--- src/rtl/prco_btn_debounce_if.sv ---
// Pushbutton conditioning bundle: raw pin in, debounced level and strobes out.
interface prco_btn_debounce_if;
  logic btn_in;
  logic btn_level;
  logic btn_rise;
  logic btn_fall;
  logic btn_hold;

  modport master (output btn_in, input btn_level, btn_rise, btn_fall, btn_hold);
  modport slave  (input btn_in, output btn_level, btn_rise, btn_fall, btn_hold);
endinterface

--- src/rtl/prco_btn_debounce.sv ---
// PORTC3 pushbutton synchroniser + debouncer with registered level and edge strobes.
// Optional long-press strobe btn_hold is built only when BTN_HOLD_EN is defined.
module prco_btn_debounce #(
  parameter int unsigned SYNC_STAGES   = 2,
  parameter int unsigned STABLE_CYCLES = 50000,
  parameter int unsigned CNT_W         = 16,
  parameter int unsigned HOLD_CYCLES   = 50000000
) (
  input  logic                  clk50,
  input  logic                  rst_n,
  prco_btn_debounce_if.slave    btn
);

  localparam logic [CNT_W-1:0] CNT_LAST = CNT_W'(STABLE_CYCLES - 1);

  typedef enum logic [1:0] {S_LO, S_WAIT_HI, S_HI, S_WAIT_LO} state_t;

  // Reject parameter sets the counters cannot represent.
  if (SYNC_STAGES < 2 || STABLE_CYCLES < 1 || (STABLE_CYCLES >> CNT_W) != 0 ||
      HOLD_CYCLES < 2) begin : g_param_err
    $error("prco_btn_debounce: illegal parameter combination");
  end

  logic [SYNC_STAGES-1:0] sync_q;
  logic                   s;
  state_t                 state_q, state_d;
  logic [CNT_W-1:0]       cnt_q, cnt_d;
  logic                   level_q, level_d;
  logic                   rise_q, rise_d;
  logic                   fall_q, fall_d;

  assign s = sync_q[SYNC_STAGES-1];

  always_ff @(posedge clk50 or negedge rst_n) begin
    if (!rst_n) begin
      sync_q  <= '0;
      state_q <= S_LO;
      cnt_q   <= '0;
      level_q <= 1'b0;
      rise_q  <= 1'b0;
      fall_q  <= 1'b0;
    end else begin
      sync_q  <= {sync_q[SYNC_STAGES-2:0], btn.btn_in};
      state_q <= state_d;
      cnt_q   <= cnt_d;
      level_q <= level_d;
      rise_q  <= rise_d;
      fall_q  <= fall_d;
    end
  end

  // Any reversion during a WAIT state restarts qualification from zero.
  always_comb begin
    state_d = state_q;
    cnt_d   = cnt_q;
    level_d = level_q;
    rise_d  = 1'b0;
    fall_d  = 1'b0;
    unique case (state_q)
      S_LO: begin
        if (s) begin
          state_d = S_WAIT_HI;
          cnt_d   = '0;
        end
      end
      S_WAIT_HI: begin
        if (!s) begin
          state_d = S_LO;
          cnt_d   = '0;
        end else if (cnt_q == CNT_LAST) begin
          state_d = S_HI;
          cnt_d   = '0;
          level_d = 1'b1;
          rise_d  = 1'b1;
        end else begin
          cnt_d = cnt_q + CNT_W'(1);
        end
      end
      S_HI: begin
        if (!s) begin
          state_d = S_WAIT_LO;
          cnt_d   = '0;
        end
      end
      S_WAIT_LO: begin
        if (s) begin
          state_d = S_HI;
          cnt_d   = '0;
        end else if (cnt_q == CNT_LAST) begin
          state_d = S_LO;
          cnt_d   = '0;
          level_d = 1'b0;
          fall_d  = 1'b1;
        end else begin
          cnt_d = cnt_q + CNT_W'(1);
        end
      end
      default: begin
        state_d = S_LO;
        cnt_d   = '0;
        level_d = 1'b0;
      end
    endcase
  end

  assign btn.btn_level = level_q;
  assign btn.btn_rise  = rise_q;
  assign btn.btn_fall  = fall_q;

`ifdef BTN_HOLD_EN
  localparam int unsigned      HCNT_W    = (HOLD_CYCLES > 1) ? $clog2(HOLD_CYCLES) : 1;
  localparam logic [HCNT_W-1:0] HCNT_LAST = HCNT_W'(HOLD_CYCLES - 1);

  logic [HCNT_W-1:0] hcnt_q, hcnt_d;
  logic              hold_q, hold_d;
  logic              done_q, done_d;

  always_ff @(posedge clk50 or negedge rst_n) begin
    if (!rst_n) begin
      hcnt_q <= '0;
      hold_q <= 1'b0;
      done_q <= 1'b0;
    end else begin
      hcnt_q <= hcnt_d;
      hold_q <= hold_d;
      done_q <= done_d;
    end
  end

  // hcnt runs only while steadily high; done_q limits the strobe to once per press.
  always_comb begin
    hcnt_d = '0;
    hold_d = 1'b0;
    done_d = done_q;
    if (state_q == S_HI) begin
      hcnt_d = (hcnt_q == HCNT_LAST) ? hcnt_q : hcnt_q + HCNT_W'(1);
      if (hcnt_q == HCNT_LAST && !done_q) begin
        hold_d = 1'b1;
        done_d = 1'b1;
      end
    end else if (state_q == S_LO) begin
      done_d = 1'b0;
    end
  end

  assign btn.btn_hold = hold_q;
`else
  assign btn.btn_hold = 1'b0;
`endif

endmodule

--- src/flat_wrapper.sv ---
// flat-port wrapper written by rule: the top's interface ports become plain ports
module prco_btn_debounce_flat 
#(
  parameter int unsigned SYNC_STAGES   = 2,
  parameter int unsigned STABLE_CYCLES = 50000,
  parameter int unsigned CNT_W         = 16,
  parameter int unsigned HOLD_CYCLES   = 50000000
)
  (clk50, rst_n, btn_btn_in, btn_btn_level, btn_btn_rise, btn_btn_fall, btn_btn_hold);
  prco_btn_debounce_if btn_i ();
  input  logic clk50;
  input  logic rst_n;
  input wire logic [$bits(btn_i.btn_in)-1:0] btn_btn_in;
  output wire logic [$bits(btn_i.btn_level)-1:0] btn_btn_level;
  output wire logic [$bits(btn_i.btn_rise)-1:0] btn_btn_rise;
  output wire logic [$bits(btn_i.btn_fall)-1:0] btn_btn_fall;
  output wire logic [$bits(btn_i.btn_hold)-1:0] btn_btn_hold;
  assign btn_i.btn_in = btn_btn_in;
  assign btn_btn_level = btn_i.btn_level;
  assign btn_btn_rise = btn_i.btn_rise;
  assign btn_btn_fall = btn_i.btn_fall;
  assign btn_btn_hold = btn_i.btn_hold;
  prco_btn_debounce #(.SYNC_STAGES(SYNC_STAGES), .STABLE_CYCLES(STABLE_CYCLES), .CNT_W(CNT_W), .HOLD_CYCLES(HOLD_CYCLES)) u_core (.clk50(clk50), .rst_n(rst_n), .btn(btn_i));
endmodule
--- config.mk ---
export PLATFORM = sky130hd
export DESIGN_NAME = prco_btn_debounce_flat
export DESIGN_NICKNAME = d
export VERILOG_FILES = /design/src/rtl/prco_btn_debounce_if.sv /design/src/rtl/prco_btn_debounce.sv /design/src/flat_wrapper.sv
export SDC_FILE = /design/constraint.sdc
export NUM_CORES = 1
export LEC_CHECK = 0
export BUFFER_PORTS_ARGS = -buffer_cell sky130_fd_sc_hd__buf_2
export CORE_MARGIN = 4
export CORE_UTILIZATION = 62
export DETAILED_ROUTE_END_ITERATION = 8
export MAX_ROUTING_LAYER = met4
export PLACE_DENSITY = 0.81
export SLEW_MARGIN = 10
export SYNTH_ARGS = -nofsm -noshare
export SYNTH_HDL_FRONTEND = slang
export SYNTH_SLANG_ARGS = --single-unit
--- constraint.sdc ---
create_clock -name clk50 -period 6.2 [get_ports clk50]
set_input_delay 1.86 -clock clk50 [delete_from_list [all_inputs] [get_ports clk50]]
set_output_delay 1.86 -clock clk50 [all_outputs]
set_load 0.05 [all_outputs]
==> flow_metrics.py <==
metrics = {
    "sta": {
        "max_freq_ghz": 0.352,
        "rsz0062_at_grt": "no",
        "relSlewSlack": 0.463,
        "finalHoldViolCount": 0,
        "finalSetupTns_ns": 0,
        "slew_viol_final": 0,
        "skew_ns": 0.00811,
        "finalCritPeriodShare": 0.458,
        "worstMarginPinSlew_ns": 0.804,
        "finalSetupViolCount": 0,
        "fin_crit_ns": 2.84,
    },
    "cells_and_area": {
        "n_antenna_cell": 0,
        "stdcell_area_um2": 1190,
        "finalNetCount": 134,
        "syn_to_final_growth_pct": 4.50,
        "fillCellCount": 137,
        "multi_input_area_um2": 520,
        "drive_gt1_frac": 0.109,
        "regArea_um2": 576,
    },
    "critical_path": {
        "required_ns": 4.34,
        "end_kind": "output port",
        "timing.rr.start": "u_core.cnt_q[12]$_DFFE_PN0P_",
        "path_cells": "buf_2",
        "start_kind": "register",
        "path_buf_inv": 1,
        "worstPathMaxFanout": 3,
        "critPathKind": "register to output port",
        "regToRegSetupSlack_ns": 3.91,
        "slowest_stage": "dfrtp_1",
        "r2r_end": "u_core.cnt_q[1]$_DFFE_PN0P_",
        "cp_slowest_stage_delay_ns": 0.39,
        "crit_family": "flip-flops",
        "crit_arrival_ns": 0.98,
        "ff2ff_path_depth": 4,
    },
    "die": {
        "die_w_um": 50.9,
        "design.core.area_um2": 1730,
        "top_level_ports": 7,
        "die_area_um2": 2590,
        "initial_utilization": 0.660,
        "die_height_um": 50.9,
        "rows": 15,
    },
    "synth": {
        "synth_cells": 125,
        "ys.flop_type": "dfrtp_1",
        "ys_async_sr_fraction": 1.00,
        "ys_top_cells_by_count": "dfrtp_1 (23), nand2_1 (16), a21oi_1 (12), a31oi_1 (12)",
        "yosysWarnings": 0,
        "yosysMostFrequentCell": "dfrtp_1",
        "synthesis.nets": 129,
        "synth_area_leader_cell": "dfrtp_1",
        "syn_area_per_cell_um2": 9.12,
        "synth_edf_count": 0,
        "ys_top_cells_by_area": "dfrtp_1 (50%), a31oi_1 (6.6%), a21oi_1 (5.3%)",
        "synth_cell_types": 29,
        "yosys_register_bits": 23,
        "yosysSeqAreaShare": 0.505,
        "synth_top_cell_area_share": 0.505,
        "synthesis.area_um2": 1140,
    },
    "place": {
        "io_buffers": 5,
        "dpl.hpwl_um": 1550,
        "place_area_um2": 1160,
        "place.gp.congestion": 0.959,
    },
    "pwr": {
        "ir_drop_uv": 177,
        "seqPwrFrac": 0.649,
        "p_sw_w": 0.0000613,
        "power_frac_clock": 0.280,
        "p_int_w": 0.000184,
        "power.total_w": 0.000245,
        "p_per_area_nw_per_um2": 206,
        "swShare": 0.250,
        "leakagePower_nw": 0.498,
        "combPwrFrac": 0.071,
    },
    "routing": {
        "drt-initial-drc-count": 21,
        "post-route-drc-count": 0,
        "dr.pass1.iters": 4,
        "ant_nets": 0,
        "routed_wl_um": 2230,
        "avgViaCountPerCell": 6.23,
        "vias": 960,
        "wl_per_cell_um": 14.5,
    },
    "grt": {
        "grt_pass1_wl_um": 3880,
        "grt.overflow.total": 0,
        "grt_pass1_vias": 880,
        "track_usage": 0.208,
        "grt_max_degree": 24,
        "antenna_found_initial": 0,
    },
    "worst_hold_path": {
        "hold_path_class": "register to register",
        "holdPathEnd": "u_core.sync_q[1]$_DFF_PN0_",
        "min_path_cells": 0,
        "min_from": "u_core.sync_q[0]$_DFF_PN0_",
    },
    "outcome": {
        "outcome": "complete, no violations",
    },
    "cts": {
        "cts_hold_buf": 0,
        "cts.htree.levels": 1,
        "cts_setup_buffers": 0,
        "cts_tree": "built",
        "cts_resized": 0,
        "insertion_delay_ns": 0.32,
        "root_buffer": "clkbuf_4",
        "numCtsBuffers": 3,
        "clockBufferDepth": 2,
        "clk_pin_slew_worst_paths_ns": 0.12,
        "clock_sinks": 23,
    },
    "run": {
        "drv_cap": 0,
    },
}
==> stage by stage <==
step | hold WS (ns) | instances | util | worst slack (ns)
6_report | 0.371 | 154 | 0.690 | 3.36
5_1_grt | 0.392 | 154 | 0.690 | 3.30
4_1_cts | 0.375 | 154 | 0.690 | 3.34
3_5_place_dp | 0.347 | 150 | 0.674 | 3.71
3_3_place_gp | 0.338 | 150 | 0.674 | 3.75
2_1_floorplan | 0.331 | 125 | - | 3.73
==> how the worst max path moves through the flow <==
stage / depth (start not counted) / from / to / slack [ns]
floorplan: 0 / u_core.btn.btn_level$_DFFE_PN0P_ / btn_btn_level / 3.73
global placement: 1 / u_core.btn.btn_level$_DFFE_PN0P_ / btn_btn_level / 3.75
detailed placement: 1 / u_core.btn.btn_level$_DFFE_PN0P_ / btn_btn_level / 3.71
CTS: 1 / u_core.btn.btn_level$_DFFE_PN0P_ / btn_btn_level / 3.34
global route: 1 / u_core.btn.btn_level$_DFFE_PN0P_ / btn_btn_level / 3.30
finish: 1 / u_core.btn.btn_level$_DFFE_PN0P_ / btn_btn_level / 3.36
==> layout by cell type (no fill, tap or decap), types with 2 or more instances in the layout <==
cell / count
nand2_1: 16
dfrtp_1: 23
nor4_1: 2
or2_2: 2
clkbuf_4: 3
a31oi_1: 12
inv_1: 3
nand3_1: 9
a21oi_1: 12
buf_2: 5
or3_1: 4
nor3_1: 4
o21ai_0: 6
nor2_1: 9
o21ai_1: 3
nand4_1: 4
==> registers in the layout (all words and copies together), names as in the netlist, named ones only <==
register	cells
u_core.cnt_q	16
u_core.sync_q	2
u_core.btn.btn_fall	1
u_core.btn.btn_level	1
u_core.btn.btn_rise	1
u_core.state_q	1
==> layer usage <==
layer / vias up / part of all wire / global-route usage
met1: 446 / 0.46 / 0.272
met2: 43 / 0.46 / 0.322
li1: 464 / - / -
met4: 0 / 0.022 / 0.0897
met3: 7 / 0.066 / 0.0379
met5: - / 0 / -
==> cell type report <==
| class | count | share of cell area |
|---|---|---|
| Timing Repair Buffer | 5 | 0.0210 |
| Sequential cell | 23 | 0.483 |
| Multi-Input combinational cell | 94 | 0.437 |
| Tap cell | 25 | 0.0263 |
| Clock buffer | 3 | 0.0189 |
| Inverter | 3 | 0.00945 |
| Clock inverter | 1 | 0.00420 |
==> power groups by stage <==
stage                     Clock [W]  Sequential [W]  Combinational [W]
after floorplan                   0        0.000161          0.0000134
after global placement            0        0.000162          0.0000169
after detailed placement          0        0.000162          0.0000175
after CTS                 0.0000708        0.000159          0.0000176
after global routing      0.0000799        0.000160          0.0000199
final                     0.0000686        0.000159          0.0000175
==> cells by family (layout without fill, tap and decap cells) <==
group	count (synthesis)	after routing	share of synthesized area
and+or+nand+nor	56	56	0.260
DFF	23	23	0.505
buffers and inverters	8	12	0.0384
AOI/OAI and AO/OA	34	34	0.166
xor gates and xnor gates	1	1	0.00769
muxes	1	1	0.00878
other	1	1	0.00329
adders and majority gates	1	1	0.0110
Power figures use the tool's default switching activity.
